`src/rtl/pixel_point_stream.sv`:
```
// Streaming RGB point-operation engine: tracks frame position and applies a per-frame mode.
// Two-stage pipeline; a stalled output (m_valid & ~m_ready) freezes every stage and drops s_ready.
module pixel_point_stream #(
  parameter int WIDTH  = 768,
  parameter int HEIGHT = 512,
  parameter int DW     = 8,
  parameter int COL_W  = 11,
  parameter int ROW_W  = 10
) (
  input  logic          HCLK,
  input  logic          HRESETn,
  input  logic [2:0]    cfg_mode,
  input  logic [DW-1:0] cfg_value,
  input  logic [DW-1:0] cfg_threshold,
  input  logic          s_valid,
  output logic          s_ready,
  input  logic [DW-1:0] s_r,
  input  logic [DW-1:0] s_g,
  input  logic [DW-1:0] s_b,
  output logic          m_valid,
  input  logic          m_ready,
  output logic [DW-1:0] m_r,
  output logic [DW-1:0] m_g,
  output logic [DW-1:0] m_b,
  output logic          m_sof,
  output logic          m_eol,
  output logic          m_eof,
  output logic          frame_done,
  output logic          busy
);

  localparam logic [0:0]    ST_IDLE = 1'b0;
  localparam logic [0:0]    ST_RUN  = 1'b1;
  localparam logic [DW-1:0] MAX     = '1;

  logic [0:0]       state;
  logic [COL_W-1:0] col;
  logic [ROW_W-1:0] row;
  logic [2:0]       mode_sh;
  logic [DW-1:0]    val_sh, thr_sh;

  logic adv, accept, at_sof, at_eol, at_eof;

  assign adv     = ~m_valid | m_ready;
  assign s_ready = adv & HRESETn;
  assign accept  = s_valid & s_ready;
  assign at_sof  = (col == '0) && (row == '0);
  assign at_eol  = (col == COL_W'(WIDTH - 1));
  assign at_eof  = at_eol && (row == ROW_W'(HEIGHT - 1));

  always_ff @(posedge HCLK) begin
    if (!HRESETn) begin
      state   <= ST_IDLE;
      col     <= '0;
      row     <= '0;
      mode_sh <= '0;
      val_sh  <= '0;
      thr_sh  <= '0;
    end else if (accept) begin
      if (at_sof) begin
        mode_sh <= cfg_mode;
        val_sh  <= cfg_value;
        thr_sh  <= cfg_threshold;
      end
      if (at_eol) begin
        col <= '0;
        row <= at_eof ? '0 : row + 1'b1;
      end else begin
        col <= col + 1'b1;
      end
      case (state)
        ST_IDLE: state <= ST_RUN;
        default: state <= at_eof ? ST_IDLE : ST_RUN;
      endcase
    end
  end

  // Stage 1: channels, channel sum and the frame's config travel together with the pixel,
  // so a new frame entering behind the previous eof never sees the wrong settings.
  logic          valid1, sof1, eol1, eof1;
  logic [DW-1:0] r1, g1, b1, val1, thr1;
  logic [DW+1:0] sum1;
  logic [2:0]    mode1;

  always_ff @(posedge HCLK) begin
    if (!HRESETn) begin
      valid1 <= 1'b0;
      sof1   <= 1'b0;
      eol1   <= 1'b0;
      eof1   <= 1'b0;
      r1     <= '0;
      g1     <= '0;
      b1     <= '0;
      sum1   <= '0;
      mode1  <= '0;
      val1   <= '0;
      thr1   <= '0;
    end else if (adv) begin
      valid1 <= s_valid;
      sof1   <= s_valid & at_sof;
      eol1   <= s_valid & at_eol;
      eof1   <= s_valid & at_eof;
      r1     <= s_r;
      g1     <= s_g;
      b1     <= s_b;
      sum1   <= (DW+2)'(s_r) + (DW+2)'(s_g) + (DW+2)'(s_b);
      mode1  <= at_sof ? cfg_mode      : mode_sh;
      val1   <= at_sof ? cfg_value     : val_sh;
      thr1   <= at_sof ? cfg_threshold : thr_sh;
    end
  end

  function automatic logic [DW-1:0] chan_op(input logic [2:0] mode, input logic [DW-1:0] x,
                                            input logic [DW-1:0] val, input logic [DW-1:0] gray,
                                            input logic thr_hit);
    logic [DW:0] add;
    add = {1'b0, x} + {1'b0, val};
    case (mode)
      3'd1:    chan_op = add[DW] ? MAX : add[DW-1:0];
      3'd2:    chan_op = (x >= val) ? x - val : '0;
      3'd3:    chan_op = MAX - x;
      3'd4:    chan_op = thr_hit ? MAX : '0;
      3'd5:    chan_op = gray;
      default: chan_op = x;
    endcase
  endfunction

  logic [DW-1:0] gray;
  logic          thr_hit;

  // The quotient of a DW+2 bit sum by 3 always fits in DW bits.
  assign gray    = DW'(sum1 / (DW+2)'(3));
  assign thr_hit = gray > thr1;

  always_ff @(posedge HCLK) begin
    if (!HRESETn) begin
      m_valid    <= 1'b0;
      m_r        <= '0;
      m_g        <= '0;
      m_b        <= '0;
      m_sof      <= 1'b0;
      m_eol      <= 1'b0;
      m_eof      <= 1'b0;
      frame_done <= 1'b0;
    end else begin
      frame_done <= m_valid & m_ready & m_eof;
      if (adv) begin
        m_valid <= valid1;
        m_r     <= chan_op(mode1, r1, val1, gray, thr_hit);
        m_g     <= chan_op(mode1, g1, val1, gray, thr_hit);
        m_b     <= chan_op(mode1, b1, val1, gray, thr_hit);
        m_sof   <= valid1 & sof1;
        m_eol   <= valid1 & eol1;
        m_eof   <= valid1 & eof1;
      end
    end
  end

  assign busy = (state == ST_RUN) | valid1 | m_valid;

endmodule

```
`config.mk`:
```
export PLATFORM = sky130hd
export DESIGN_NAME = pixel_point_stream
export DESIGN_NICKNAME = d
export VERILOG_FILES = /design/src/rtl/pixel_point_stream.sv
export SDC_FILE = /design/constraint.sdc
export NUM_CORES = 1
export LEC_CHECK = 0
export BUFFER_PORTS_ARGS = -buffer_cell sky130_fd_sc_hd__buf_4
export CAP_MARGIN = 20
export CELL_PAD_IN_SITES_DETAIL_PLACEMENT = 1
export CELL_PAD_IN_SITES_GLOBAL_PLACEMENT = 1
export CORE_AREA = 5 5 150 152
export DETAILED_ROUTE_END_ITERATION = 8
export DIE_AREA = 0 0 155 157
export GPL_ROUTABILITY_DRIVEN = 1
export PLACE_DENSITY_LB_ADDON = 0.1
export SYNTH_ARGS = -nofsm -noshare
export SYNTH_HDL_FRONTEND = slang
export SYNTH_SLANG_ARGS = --single-unit
```
`constraint.sdc`:
```
create_clock -name HCLK -period 4.7 [get_ports HCLK]
set_input_delay 0.47 -clock HCLK [delete_from_list [all_inputs] [get_ports HCLK]]
set_output_delay 0.47 -clock HCLK [all_outputs]
set_load 0.02 [all_outputs]
```
* Word level (Yosys, flattened, before mapping)
Cells that the tools add are included. Widths: inputs -> output; s select.
Word-level totals: register bits after elaboration 127, bits in latches 0, RAM bits 0, memory bits (read-only) 0, bits of input ports 47, output and inout port bits 31, memories kept 0
Cells by class: $add $sub $neg 13, $mul 0, divide/modulo/power cells 1, magnitude comparators 4, eq/ne operators 7, shifts and indexed selects 0, multiplexer cells 17, bitwise gates (word level) 14, reductions and logical operators 5
Operators by type and width (count):
- $pmux 8 s5 | 3
- $mux 8 | 9
- $add 8x8->9 | 4
- $ge 8x8->1 | 3
- $sub 8x8->8 | 3
- $sub 8x8->8 const A | 3
- $add 11x1->11 const B | 1
- $eq 11x10->1 const B | 1
- $logic_not 11->1 | 1
- $mux 11 | 1
- $add 10x1->10 const B | 1
- $add 9x8->10 | 1
- $and 1x1->1 | 10
- $div 10x2->10 const B | 1
- $eq 10x9->1 const B | 1
- $logic_not 10->1 | 1
- $mux 10 | 1
- $gt 8x8->1 | 1
- $eq 3x2->1 const B | 2
- $eq 3x3->1 const B | 2
- $eq 3x1->1 const B | 1
- $mux 3 | 1
- $or 1x1->1 | 3
- $logic_and 1x1->1 | 2
- 3 further kinds | 4

* Longest topological paths before layout
Gate-level depths: netlist (run 1).
depth in word-level cells 5, mapped depth 24

* Worst setup path after synthesis (run 1)
Ideal clock, no wire load.
kind reg-to-reg, from register sum1[8], to register m_r[7], library setup time 0.125 ns, arrival 4.315 ns, data required time 4.575 ns, path slack 0.260 ns, stages on the path, launching flop included 22, clock period less this slack 4.440 ns, cell sequence dfxtp_1 > or3b_1 > a221oi_2 > a311oi_2 > nand2_2 > mux2i_1 > nand2_1 > ha_1 > a211oi_1 > a221oi_2 > nor3_2 > ha_1 > nor2b_1 > o21a_1 > o21a_1 > o21ai_0 > a31oi_1 > o31ai_1 > clkbuf_1 > o221ai_1 > a211oi_1 > o21ai_0
On the way: cells in the longest elaborated chain, start to end 4
RTL lines:
- start: declaration | RTL line 82 | logic [DW+1:0] sum1;
- start signal: assignment | RTL line 106 | sum1 <= (DW+2)'(s_r) + (DW+2)'(s_g) + (DW+2)'(s_b);
- $div 10x2->10 * | RTL line 132 | assign gray = DW'(sum1 / (DW+2)'(3));
- $gt 8x8->1 | RTL line 133 | assign thr_hit = gray > thr1;
- $mux 8 | RTL line 122 | 3'd4: chan_op = thr_hit ? MAX : '0;
- $pmux 8 s5 * | RTL line 118 | case (mode)
- end signal: assignment | RTL line 149 | m_r <= chan_op(mode1, r1, val1, gray, thr_hit);
- end: declaration | RTL line 22 | output logic [DW-1:0] m_r,
Mark *: on every way between the ends. The rest lies on a longest branch, timed or not. A chain may end at the register's enable or synchronous reset.

* Final worst setup path (run 1)
from register sum1[7], to register m_g[1]
On the way: cells in the longest elaborated chain, start to end 4
RTL lines:
- $div 10x2->10 * | RTL line 132
- $gt 8x8->1 | RTL line 133
- $mux 8 | RTL line 122
- $pmux 8 s5 * | RTL line 118
- end signal: assignment | RTL line 150 | m_g <= chan_op(mode1, g1, val1, gray, thr_hit);
- end: declaration | RTL line 23 | output logic [DW-1:0] m_g,
Marked as above.

==> metrics.md, run 1 <==
| Metric | Value |
|---|---|
| Final cell count without fillers | `1,431` |
| First-pass GRT wire length | `42.8 mm` |
| Fillers | `2,532` |
| Count of input and output buffers | `77` |
| Layout cells sized above 1 | `16.3%` |
| Top cells by area, synth | `dfxtp_1 (30%), ha_1 (10%), o21ai_0 (6.6%)` |
| Post-synth EDFFs | `0` |
| Die area | `24,300 um^2` |
| I/O pins | `78` |
| Worst slew margin | `27.1%` |
| Clk_skew | `0.0109 ns` |
| Multi-input combinational cell area | `5560 um^2` |
| DR pass1 iterations | `5` |
| Worst EP arrival | `4.79 ns` |
| Worst min path class | `in2reg` |
| Final nets | `1,273` |
| Synthesized Nets | `1,181` |
| ANT cells | `0` |
| Post-synth top area cell | `dfxtp_1` |
| Final Cycle Share | `95.4%` |
| Overflow after GRT | `0` |
| Startpoint types | `flip-flop` |
| Vias in the first global route | `8,079` |
| Crit Path Class | `reg2reg` |
| Min Clock Period, post-route | `4.48 ns` |
| CTS tree | `built` |
| Yosys warns | `0` |
| Sequential area share after synthesis | `30.1%` |
| Pin count of the biggest net entering global routing | `40` |
| Total Routed Length | `26.9 mm` |
| Async SR Flop Fraction | `0%` |
| Yosys cell types | `73` |
| Sequential Area | `2550 um^2` |
| FF+latch count, synth | `127` |
| WL/cell | `18.8 um` |
| Critical Path RT | `5.01 ns` |
| Die X | `155 um` |
| GPL Wtd Cong | `0.845` |
| Clk sink count | `127` |
| Clk buf depth | `2` |
| Power per Cell Area | `427 nW/um^2` |
| Fmax | `223 MHz` |
| Gr usage total | `22.1%` |
| Vert. Die Dim | `157 um` |
| Top cell type's share of synthesized area | `30.1%` |
| Syn Area/Cell | `8.05 um^2` |
| Root Driver | `clkbuf_16` |
| Count leader, synth | `nand2_1` |
| Mapped Cells | `1,051` |
| Vias | `7,912` |
| Placed cell count | `1,390` |
| Vias per inst | `5.53` |
| Post-synthesis cell area | `8460 um^2` |
| Initial DRC Count | `312` |
| P&R area growth vs syn | `21.1%` |
| HPWL after DPL | `20.2 mm` |
| Slew Limit Fails | `0` |
| Antenna viol nets, final | `0` |
| # rows | `53` |
| Synth top cells by count | `nand2_1 (140), dfxtp_1 (127), o21ai_0 (111)` |
| H-tree depth | `4` |
| Drt drc | `0` |
| Main synth FF type | `dfxtp_1` |
| Status | `finished, final reports clean` |
| Worst Setup End Kind | `flip-flop` |
| Hold_buf cts | `0` |
| Clk slew on worst S/H paths | `0.07 ns` |
| Initial core utilization | `40.5%` |
| Fin area | `10,200 um^2` |
| Final Setup Violations | `0` |
| Final hold viol count | `0` |
| Max-cap violations | `0` |
| Antenna violations before repair | `0` |
| Crit path max fanout | `8` |
| Worst skew pair latency | `0.43 ns` |
| Post-DP Area | `9480 um^2` |
| TritonCTS Buffers | `17` |
| Slew @ Worst Pin | `1.09 ns` |
| Core ar. | `20,900 um^2` |
| Worst VDD drop | `0.243 mV` |
| LEAKAGE | `4.32 nW` |
==> timing repair <==
| item | in CTS | in global routing |
|---|---|---|
| hold endpoints to repair | 0 | 0 |
| setup buffers | 1 | 8 |
| resized for setup | 3 | 24 |
| cloned | 0 | 0 |
| endpoints found under the setup margin | 6 | 23 |
| pin swaps | 2 | 15 |
==> logic make-up after synthesis <==
logic type | share of synthesized area, %
and+or+nand+nor | 16.9
DFF | 30.1
xor gates and xnor gates | 5.38
buffers and inverters | 5.59
adders and majority gates | 13.6
AOI/OAI and AO/OA | 25.8
muxes | 2.60
==> registers in the layout, summed over array words and instances, names as in the netlist, 8 cells and up <==
| signal | flops |
|---|---|
| thr_sh | 8 |
| m_r | 8 |
| row | 10 |
| col | 11 |
| val_sh | 8 |
| thr1 | 8 |
| b1 | 8 |
| m_b | 8 |
| m_g | 8 |
| r1 | 8 |
| val1 | 8 |
| sum1 | 10 |
| g1 | 8 |
==> layout make-up <==
type,count,area share (%)
multi-input combinational,803,54.2
sequential,127,24.9
timing repair buffer,122,9.10
clock buffer,17,4.15
tap,275,3.36
inverter,72,2.64
clock inverter,15,1.66
==> critical path, stage by stage, from the launching register on <==
cell	delay, ns
dfxtp_2	0.35
or3b_1	0.41
a221oi_2	0.30
a311oi_2	0.11
a21o_1	0.26
a31oi_4	0.18
nand2_2	0.10
ha_4	0.24
nor2_1	0.23
a211oi_2	0.13
nor3_2	0.25
ha_2	0.19
nor2b_1	0.04
o21a_1	0.16
o21a_1	0.16
o21ai_1	0.11
a31oi_1	0.10
o31ai_1	0.24
buf_4	0.19
buf_4	0.16
a21boi_1	0.22
buf_4	0.15
a22oi_1	0.07
==> worst paths after layout <==
check / startpoint / endpoint / slack, ns / cells past startpoint
max: sum1[7] / m_g[1] / 0.22 / 22
min: s_b[5] / b1[5] / 0.27 / 2
max reg2reg: sum1[7] / m_g[1] / 0.22 / 22
min reg2reg: m_b[1] / m_b[1] / 0.45 / 2
==> where the power goes <==
group          leakage (nW)  internal (mW)  switching (mW)
Sequential             1.05           1.19           0.123
Clock                 0.289          0.759           0.595
Combinational          2.98          0.761           0.948
==> routing by layer <==
layer / wire [um] / global-route usage [%] / share of wire (%)
met5: 0 / 0 / 0
met4: 763 / 8.12 / 2.8
met3: 1180 / 4.04 / 4.4
met2: 12400 / 36.5 / 46
met1: 12600 / 29.0 / 47
==> stage by stage <==
stage	worst slack, ns	hold slack, ns	total power, mW	util (%)	TNS (ns)
finish	0.217	0.270	4.37	49.1	0
global route	-0.0351	0.267	4.63	49.1	-0.126
CTS	0.0238	0.248	4.30	48.3	0
detailed placement	-0.133	0.437	2.90	45.4	-0.180
global placement	0.0747	0.433	2.87	45.4	0
floorplan	0.260	0.423	2.33	-	0
==> cell usage in the layout (no fill, tap or decap), drive strengths merged, types with 6 or more instances in the layout <==
cell type  synthesis  routed
nand2            141     141
dfxtp            127     127
buf               10     122
o21ai            115     115
inv               71      80
a21oi             76      76
ha                68      68
nor2              59      59
xnor2             32      32
a22o              24      24
mux2i             22      22
xor2              20      20
nand2b            18      18
clkbuf            39      17
nand3             16      16
fa                15      15
o21bai            14      14
nor2b             13      13
a211oi            13      13
a21o              12      12
and3              11      11
o211ai            10      10
nand4             10      10
o22ai              9       9
and2               8       8
nor3               8       8
a21boi             7       7
a22oi              6       6
Note: power is estimated with default switching activity, not from simulation.
==> run 2: changes to the inputs <==
--- a/config.mk
+++ b/config.mk
@@ -9,9 +9,9 @@
 export CAP_MARGIN = 20
 export CELL_PAD_IN_SITES_DETAIL_PLACEMENT = 1
 export CELL_PAD_IN_SITES_GLOBAL_PLACEMENT = 1
-export CORE_AREA = 5 5 150 152
+export CORE_AREA = 2 2 147 149
 export DETAILED_ROUTE_END_ITERATION = 8
-export DIE_AREA = 0 0 155 157
+export DIE_AREA = 0 0 149 151
 export GPL_ROUTABILITY_DRIVEN = 1
 export PLACE_DENSITY_LB_ADDON = 0.1
 export SYNTH_ARGS = -nofsm -noshare
==> run 2 against run 1 <==
Net effect:
- maximum frequency fell by 3.4%
- sequential share of layout area shrank 0.14 points
- register-to-register slack worse by 0.16 ns
- routed wire length up 1.1%
- clock-buffer cell count rose by 1
- critical path type unchanged
- largest power group unchanged
==> metrics.md, run 2 (same netlist as run 1, synthesis figures left out) <==
| Metric | Value |
|---|---|
| Overflow after GRT | `0 (unchanged)` |
| Min Clock Period, post-route | `4.64 ns (+0.160 ns)` |
| Root Driver | `clkbuf_16` |
| LEAKAGE | `4.35 nW (+0.86%)` |
| Core ar. | `20,800 um^2 (-0.32%)` |
| Hold path cells | `2 (unchanged)` |
| Worst skew pair latency | `0.43 ns (about the same)` |
| Hold_buf cts | `0 (unchanged)` |
| Count of input and output buffers | `77 (unchanged)` |
| Crit path max fanout | `8 (unchanged)` |
| Final hold viol count | `0 (unchanged)` |
| CTS tree | `built` |
| Slew @ Worst Pin | `1.15 ns (+0.0558 ns)` |
| Clk_skew | `0.00955 ns (-0.00140 ns)` |
| Vias | `7,972 (+0.76%)` |
| # rows | `53 (unchanged)` |
| ANT cells | `0 (unchanged)` |
| Antenna viol nets, final | `0 (unchanged)` |
| Status | `finished, final reports clean` |
| Antenna violations before repair | `0 (unchanged)` |
| Max reg flops | `11 (unchanged)` |
| P&R area growth vs syn | `22.1%` |
| Power per Cell Area | `432 nW/um^2 (+1.2%)` |
| Initial DRC Count | `372 (+19%)` |
| Crit Path Class | `reg2reg` |
| Worst EP arrival | `4.97 ns (+0.18 ns)` |
| Biggest register | `col` |
| I/O pins | `78 (unchanged)` |
| R2R depth | `24 (+9.1%)` |
| H-tree depth | `4 (unchanged)` |
| Most frequent cells in the layout | `nand2_1 (139), buf_4 (123), dfxtp_1 (122)` |
| Fmax | `215 MHz (-3.4%)` |
| Die area | `22,500 um^2 (-7.5%)` |
| Worst slew margin | `23.5% (-3.5 points)` |
| First-pass GRT wire length | `43.3 mm (+0.98%)` |
| Worst VDD drop | `0.225 mV (-7.1%)` |
| Clk sink count | `127 (unchanged)` |
| Gr usage total | `24.8% (+2.7 points)` |
| Met3 routed WL | `1.19 mm (+0.94%)` |
| GPL Wtd Cong | `0.848 (+0.45%)` |
| Critical-path cell list | `or3b_4 -> a221oi_4 -> a311oi_4 -> a21o_1 -> a31oi_4 -> nand2_2 -> ha_4 -> inv_1 -> o31a_1 -> nor3_1 -> nor3_2 -> ha_2 -> nor2b_1 -> o21a_1 -> o21a_1 -> o21ai_1 -> a31oi_1 -> o31ai_1 -> buf_4 -> buf_12 -> a21boi_2 -> buf_4 -> o2111a_1 -> o21ai_1` |
| Levels on crit path | `24 (+9.1%)` |
| Die X | `149 um (-3.9%)` |
| Layout cells sized above 1 | `17.1% (+0.79 points)` |
| Final Core Density | `49.6% (+0.56 points)` |
| Vias in the first global route | `8,018 (-0.76%)` |
| Clk buf depth | `2 (unchanged)` |
| TritonCTS Buffers | `17 (unchanged)` |
| Met2 wire len | `12.9 mm (+4.5%)` |
| Max-cap violations | `0 (unchanged)` |
| Pin count of the biggest net entering global routing | `49 (+23%)` |
| HPWL after DPL | `20.0 mm (-1.2%)` |
| Vias per inst | `5.55 (+0.41%)` |
| Drt drc | `0 (unchanged)` |
| DR pass1 iterations | `5 (unchanged)` |
| Worst path max stage delay | `0.40 ns (about the same)` |
| Total Routed Length | `27.2 mm (+1.1%)` |
| Cell family with most CP delay | `compound AO/OA/AOI/OAI gates` |
| Final Cycle Share | `98.8% (+3.4 points)` |
| WHS | `0.276 ns (+0.00683 ns)` |
| M1 WL | `12.6 mm (+0.30%)` |
| Worst min path class | `in2reg` |
| Worst Setup End Kind | `flip-flop` |
| Crit-path slowest cell | `or3b_4` |
| WL/cell | `18.9 um (+0.72%)` |
| Slew Limit Fails | `0 (unchanged)` |
| Final Setup Violations | `0 (unchanged)` |
| Top Metal Used | `met4` |
| Crit path buf inv count | `4 (+1)` |
| Clk slew on worst S/H paths | `0.07 ns (about the same)` |
| Critical Path RT | `5.02 ns (about the same)` |
| Initial core utilization | `40.6% (+0.13 points)` |
| Startpoint types | `flip-flop` |
| Biggest regs | `col x11, row x10, sum1 x10` |
| Vert. Die Dim | `151 um (-3.8%)` |
| R2r setup slk | `0.06 ns (-0.16 ns)` |
| Final nets | `1,278 (+0.39%)` |
| Most common cell after layout, fill and taps aside | `nand2_1` |
run 2: cell count changes in the layout (fill, tap and decap cells not counted), sizes merged:
cell / change
inv: +1
clkbuf: +1
buf: +5
clkinvlp: -1
clkinv: -1
run 2: what timing repair did:
action | in CTS | in global routing
hold endpoints to repair | 0 | 0
endpoints found under the setup margin | 7 | 24
pin swaps | 3 | 17
resized for setup | 5 | 32
buffers inserted | 0 | 11
run 2: final cells by class:
class,count,area (um^2)
fillers,2529,10500
multi-input cells,803,5600
flip-flops and latches,127,2550
repair buffers,127,986
clock buffers,18,439
well taps,275,344
inverters,72,270
clock inverters,14,144
run 2: stage by stage:
stage / area, um^2 / worst slack, ns / total power [mW] / TNS, ns / cells
3_3_place_gp: 9520 / 0.0836 / 2.90 / 0 / 1393
2_1_floorplan: 8460 / 0.260 / 2.33 / 0 / 1051
4_1_cts: 10100 / 0.00678 / 4.32 / 0 / 1425
5_1_grt: 10300 / -0.135 / 4.73 / -1.84 / 1436
3_5_place_dp: 9520 / -0.0908 / 2.93 / -0.267 / 1393
6_report: 10300 / 0.0574 / 4.46 / 0 / 1436
run 2: worst register-to-register path, cell delays in order, from the launching register on:
cell and delay, ns:
dfxtp_4 0.37, or3b_4 0.40, a221oi_4 0.35, a311oi_4 0.09, a21o_1 0.23, a31oi_4 0.20
nand2_2 0.10, ha_4 0.17, inv_1 0.12, o31a_1 0.22, nor3_1 0.11, nor3_2 0.24
ha_2 0.21, nor2b_1 0.04, o21a_1 0.17, o21a_1 0.18, o21ai_1 0.12, a31oi_1 0.11
o31ai_1 0.26, buf_4 0.18, buf_12 0.11, a21boi_2 0.14, buf_4 0.14, o2111a_1 0.18
o21ai_1 0.06
run 2: routing by layer:
metal,GRT usage [%],vias up
met5,0,-
met4,6.90,0
met1,32.5,3894
li1,-,3903
met3,4.82,25
met2,41.6,150
run 2: path summary, 6_finish.rpt:
check	start	to
worst min register to register	m_r[4]	m_r[4]
worst min-delay path	s_b[6]	b1[6]
worst max-delay path	sum1[9]	m_g[5]
worst max register to register	sum1[9]	m_g[5]
run 2: where the power goes:
group | internal, mW | switching, mW | total [mW] | leakage (nW)
clock | 0.763 | 0.586 | 1.35 | 0.287
combinational | 0.824 | 0.978 | 1.80 | 3.02
sequential | 1.19 | 0.122 | 1.31 | 1.05
==> run 3: changes to the inputs <==
--- a/config.mk
+++ b/config.mk
@@ -7,11 +7,11 @@
 export LEC_CHECK = 0
 export BUFFER_PORTS_ARGS = -buffer_cell sky130_fd_sc_hd__buf_4
 export CAP_MARGIN = 20
-export CELL_PAD_IN_SITES_DETAIL_PLACEMENT = 1
-export CELL_PAD_IN_SITES_GLOBAL_PLACEMENT = 1
-export CORE_AREA = 2 2 147 149
+export CELL_PAD_IN_SITES_DETAIL_PLACEMENT = 0
+export CELL_PAD_IN_SITES_GLOBAL_PLACEMENT = 2
+export CORE_AREA = 2 2 164 166
 export DETAILED_ROUTE_END_ITERATION = 8
-export DIE_AREA = 0 0 149 151
+export DIE_AREA = 0 0 166 168
 export GPL_ROUTABILITY_DRIVEN = 1
 export PLACE_DENSITY_LB_ADDON = 0.1
 export SYNTH_ARGS = -nofsm -noshare
==> run 3 against run 2 <==
Net effect:
- critical path depth decreased by 3
- clock power about the same
- sequential power about the same
- setup slack improved by 0.028 ns
- clock skew increased by 0.0068 ns
- combinational power decreased by 7%
- largest power group unchanged
- highest routed layer unchanged
==> metrics.md, run 3 (same netlist as run 1, synthesis figures left out) <==
| Metric | Value |
|---|---|
| R2R depth | `21 (-13%)` |
| R2r setup slk | `0.09 ns (+0.03 ns)` |
| Layout cells sized above 1 | `16.4% (-0.78 points)` |
| Final Cycle Share | `98.2% (-0.60 points)` |
| Power per Cell Area | `424 nW/um^2 (-1.9%)` |
| Root Driver | `clkbuf_16` |
| Crit path max fanout | `6 (-2)` |
| Clk sink count | `127 (unchanged)` |
| Most common cell after layout, fill and taps aside | `nand2_1` |
| Reg2reg start | `sum1[9]` |
| Clk_skew | `0.0163 ns (+0.00678 ns)` |
| Die X | `166 um (+11%)` |
| Hold Path End | `g1[2]` |
| Crit-path slowest cell | `or3b_4` |
| Slew @ Worst Pin | `1.18 ns (+0.0319 ns)` |
| Critical Path RT | `5.00 ns (-0.02 ns)` |
| Dpl ws | `-0.117 ns (-0.0263 ns)` |
| Hold_buf cts | `0 (unchanged)` |
| GPL Wtd Cong | `0.786 (-7.3%)` |
| H-tree depth | `4 (unchanged)` |
| Worst min path class | `in2reg` |
| Critical-path cell list | `or3b_4 -> a221oi_4 -> a311oi_4 -> a21o_1 -> a31oi_4 -> nand2_2 -> ha_4 -> a211oi_4 -> a211oi_2 -> nor3_2 -> ha_2 -> nor2b_1 -> o21a_1 -> o21a_1 -> o21ai_1 -> a31oi_1 -> o31ai_1 -> buf_4 -> o221ai_1 -> a211oi_1 -> o21ai_0` |
| # rows | `60 (+13%)` |
| Biggest register | `col` |
| FF-to-FF End | `m_r[7]` |
| Max reg flops | `11 (unchanged)` |
| Worst VDD drop | `0.242 mV (+7.1%)` |
| Fin area | `10,300 um^2 (-0.11%)` |
| ANT cells | `0 (unchanged)` |
| Final Core Density | `39.2% (-10 points)` |
| Overflow after GRT | `0 (unchanged)` |
| P&R area growth vs syn | `22.0%` |
| Most frequent cells in the layout | `nand2_1 (139), dfxtp_1 (123), buf_4 (114)` |
| Comb pwr share | `38.5% (-1.9 points)` |
| Vert. Die Dim | `168 um (+11%)` |
| Sequential Area | `2550 um^2 (-0.15%)` |
| Post-DP Area | `9570 um^2 (+0.58%)` |
| Max-cap violations | `0 (unchanged)` |
| First-pass GRT wire length | `43.0 mm (-0.54%)` |
| Final hold viol count | `0 (unchanged)` |
| Biggest regs | `col x11, row x10, sum1 x10` |
| Final Setup Violations | `0 (unchanged)` |
| LEAKAGE | `4.29 nW (-1.4%)` |
| Final nets | `1,266 (-0.94%)` |
| Clk slew on worst S/H paths | `0.07 ns (about the same)` |
| Sequential power share | `30.0% (+0.6 points)` |
| Unrepaired setup endpoints after global routing | `yes` |
| Hold path cells | `2 (unchanged)` |
| Antenna viol nets, final | `0 (unchanged)` |
| Core ar. | `26,400 um^2 (+27%)` |
| Drt drc | `0 (unchanged)` |
| CTS tree | `built` |
| Worst Setup End Kind | `flip-flop` |
| I/O pins | `78 (unchanged)` |
| Hold_sp | `s_g[2]` |
| Clk buf depth | `2 (unchanged)` |
| Count of input and output buffers | `77 (unchanged)` |
| WHS | `0.277 ns (+0.000148 ns)` |
| Total negative setup slack | `0 ns (unchanged)` |
| Top cell by count, worst path | `o21a_1` |
| Initial core utilization | `32.1% (-8.5 points)` |
| Worst slew margin | `21.4% (-2.1 points)` |
| Multi-input combinational cell area | `5610 um^2 (+0.20%)` |
| Startpoint types | `flip-flop` |
| Min Clock Period, post-route | `4.61 ns (-0.0282 ns)` |
| Worst skew pair latency | `0.43 ns (about the same)` |
| Placed cell count | `1,457 (+4.6%)` |
| Crit Path Class | `reg2reg` |
| Antenna violations before repair | `0 (unchanged)` |
| Power after layout | `4.37 mW (-2.0%)` |
| WL/cell | `18.4 um (-2.5%)` |
| Clk network pwr share | `31.5% (+1.3 points)` |
| Worst setup margin | `0.0856 ns (+0.0282 ns)` |
| Vias per inst | `5.07 (-8.7%)` |
| Vias in the first global route | `7,319 (-8.7%)` |
| Worst EP arrival | `4.92 ns (-0.05 ns)` |
| Design internal power | `2.69 mW (-3.0%)` |
| Pin count of the biggest net entering global routing | `43 (-12%)` |
| DR pass1 iterations | `5 (unchanged)` |
| Fmax | `217 MHz (+0.61%)` |
| Switching Share | `38.5% (+0.64 points)` |
| Worst path max stage delay | `0.42 ns (+0.02 ns)` |
| Vias | `7,551 (-5.3%)` |
| TritonCTS Buffers | `17 (unchanged)` |
| Final cell count without fillers | `1,490 (+3.8%)` |
| Psw | `1.68 mW (-0.33%)` |
| HPWL after DPL | `20.8 mm (+4.3%)` |
| Gr usage total | `19.8% (-5.0 points)` |
| Initial DRC Count | `344 (-7.5%)` |
| Total Routed Length | `27.5 mm (+1.1%)` |
| Die area | `27,900 um^2 (+24%)` |
| Slew Limit Fails | `0 (unchanged)` |
| Status | `finished, final reports clean` |
| Fillers | `2,742 (+8.4%)` |
[run 3: what timing repair did]
action	CTS	global route
setup endpoints to repair	5	23
hold endpoints to repair	0	0
resized for setup	3	34
pin swaps	1	15
setup buffers	0	1
[run 3: cell type report]
type                       count  area share [%]
multi-input combinational    803            54.3
timing repair buffer         115            8.49
sequential                   127            24.7
clock inverter                15            1.61
inverter                      72            2.62
clock buffer                  17            4.12
tap                          341            4.13
[run 3: power by group through the flow]
| stage | logic [mW] | clock network [mW] | registers, mW |
|---|---|---|---|
| 3_5_place_dp | 1.57 | 0 | 1.33 |
| 3_3_place_gp | 1.57 | 0 | 1.34 |
| 4_1_cts | 1.59 | 1.42 | 1.31 |
| 2_1_floorplan | 1.00 | 0 | 1.33 |
| 6_report | 1.68 | 1.38 | 1.31 |
| 5_1_grt | 1.87 | 1.46 | 1.33 |
[run 3: worst max path at each step]
| stage | startpoint | end | cells past startpoint |
|---|---|---|---|
| CTS | sum1[7] | m_b[6] | 21 |
| global placement | sum1[7] | m_b[4] | 22 |
| finish | sum1[9] | m_r[7] | 21 |
| detailed placement | sum1[7] | m_b[6] | 21 |
| floorplan | sum1[8] | m_r[7] | 21 |
| global route | sum1[9] | m_g[4] | 23 |
[run 3: layer usage]
metal	part of all wire (%)	wire length (um)	track usage, %
met3	3.3	898	3.34
met1	50	13700	27.8
met2	45	12500	31.8
met4	1.4	377	4.69
met5	0	0	0
[run 3: critical path, delay by kind of cell, from the launching register on]
family	cells	cell delay, ns
AOI/OAI and AO/OA	14	2.66
DFF	1	0.35
and+or+nand+nor	4	0.84
buffers and inverters	1	0.18
adders and majority gates	2	0.44
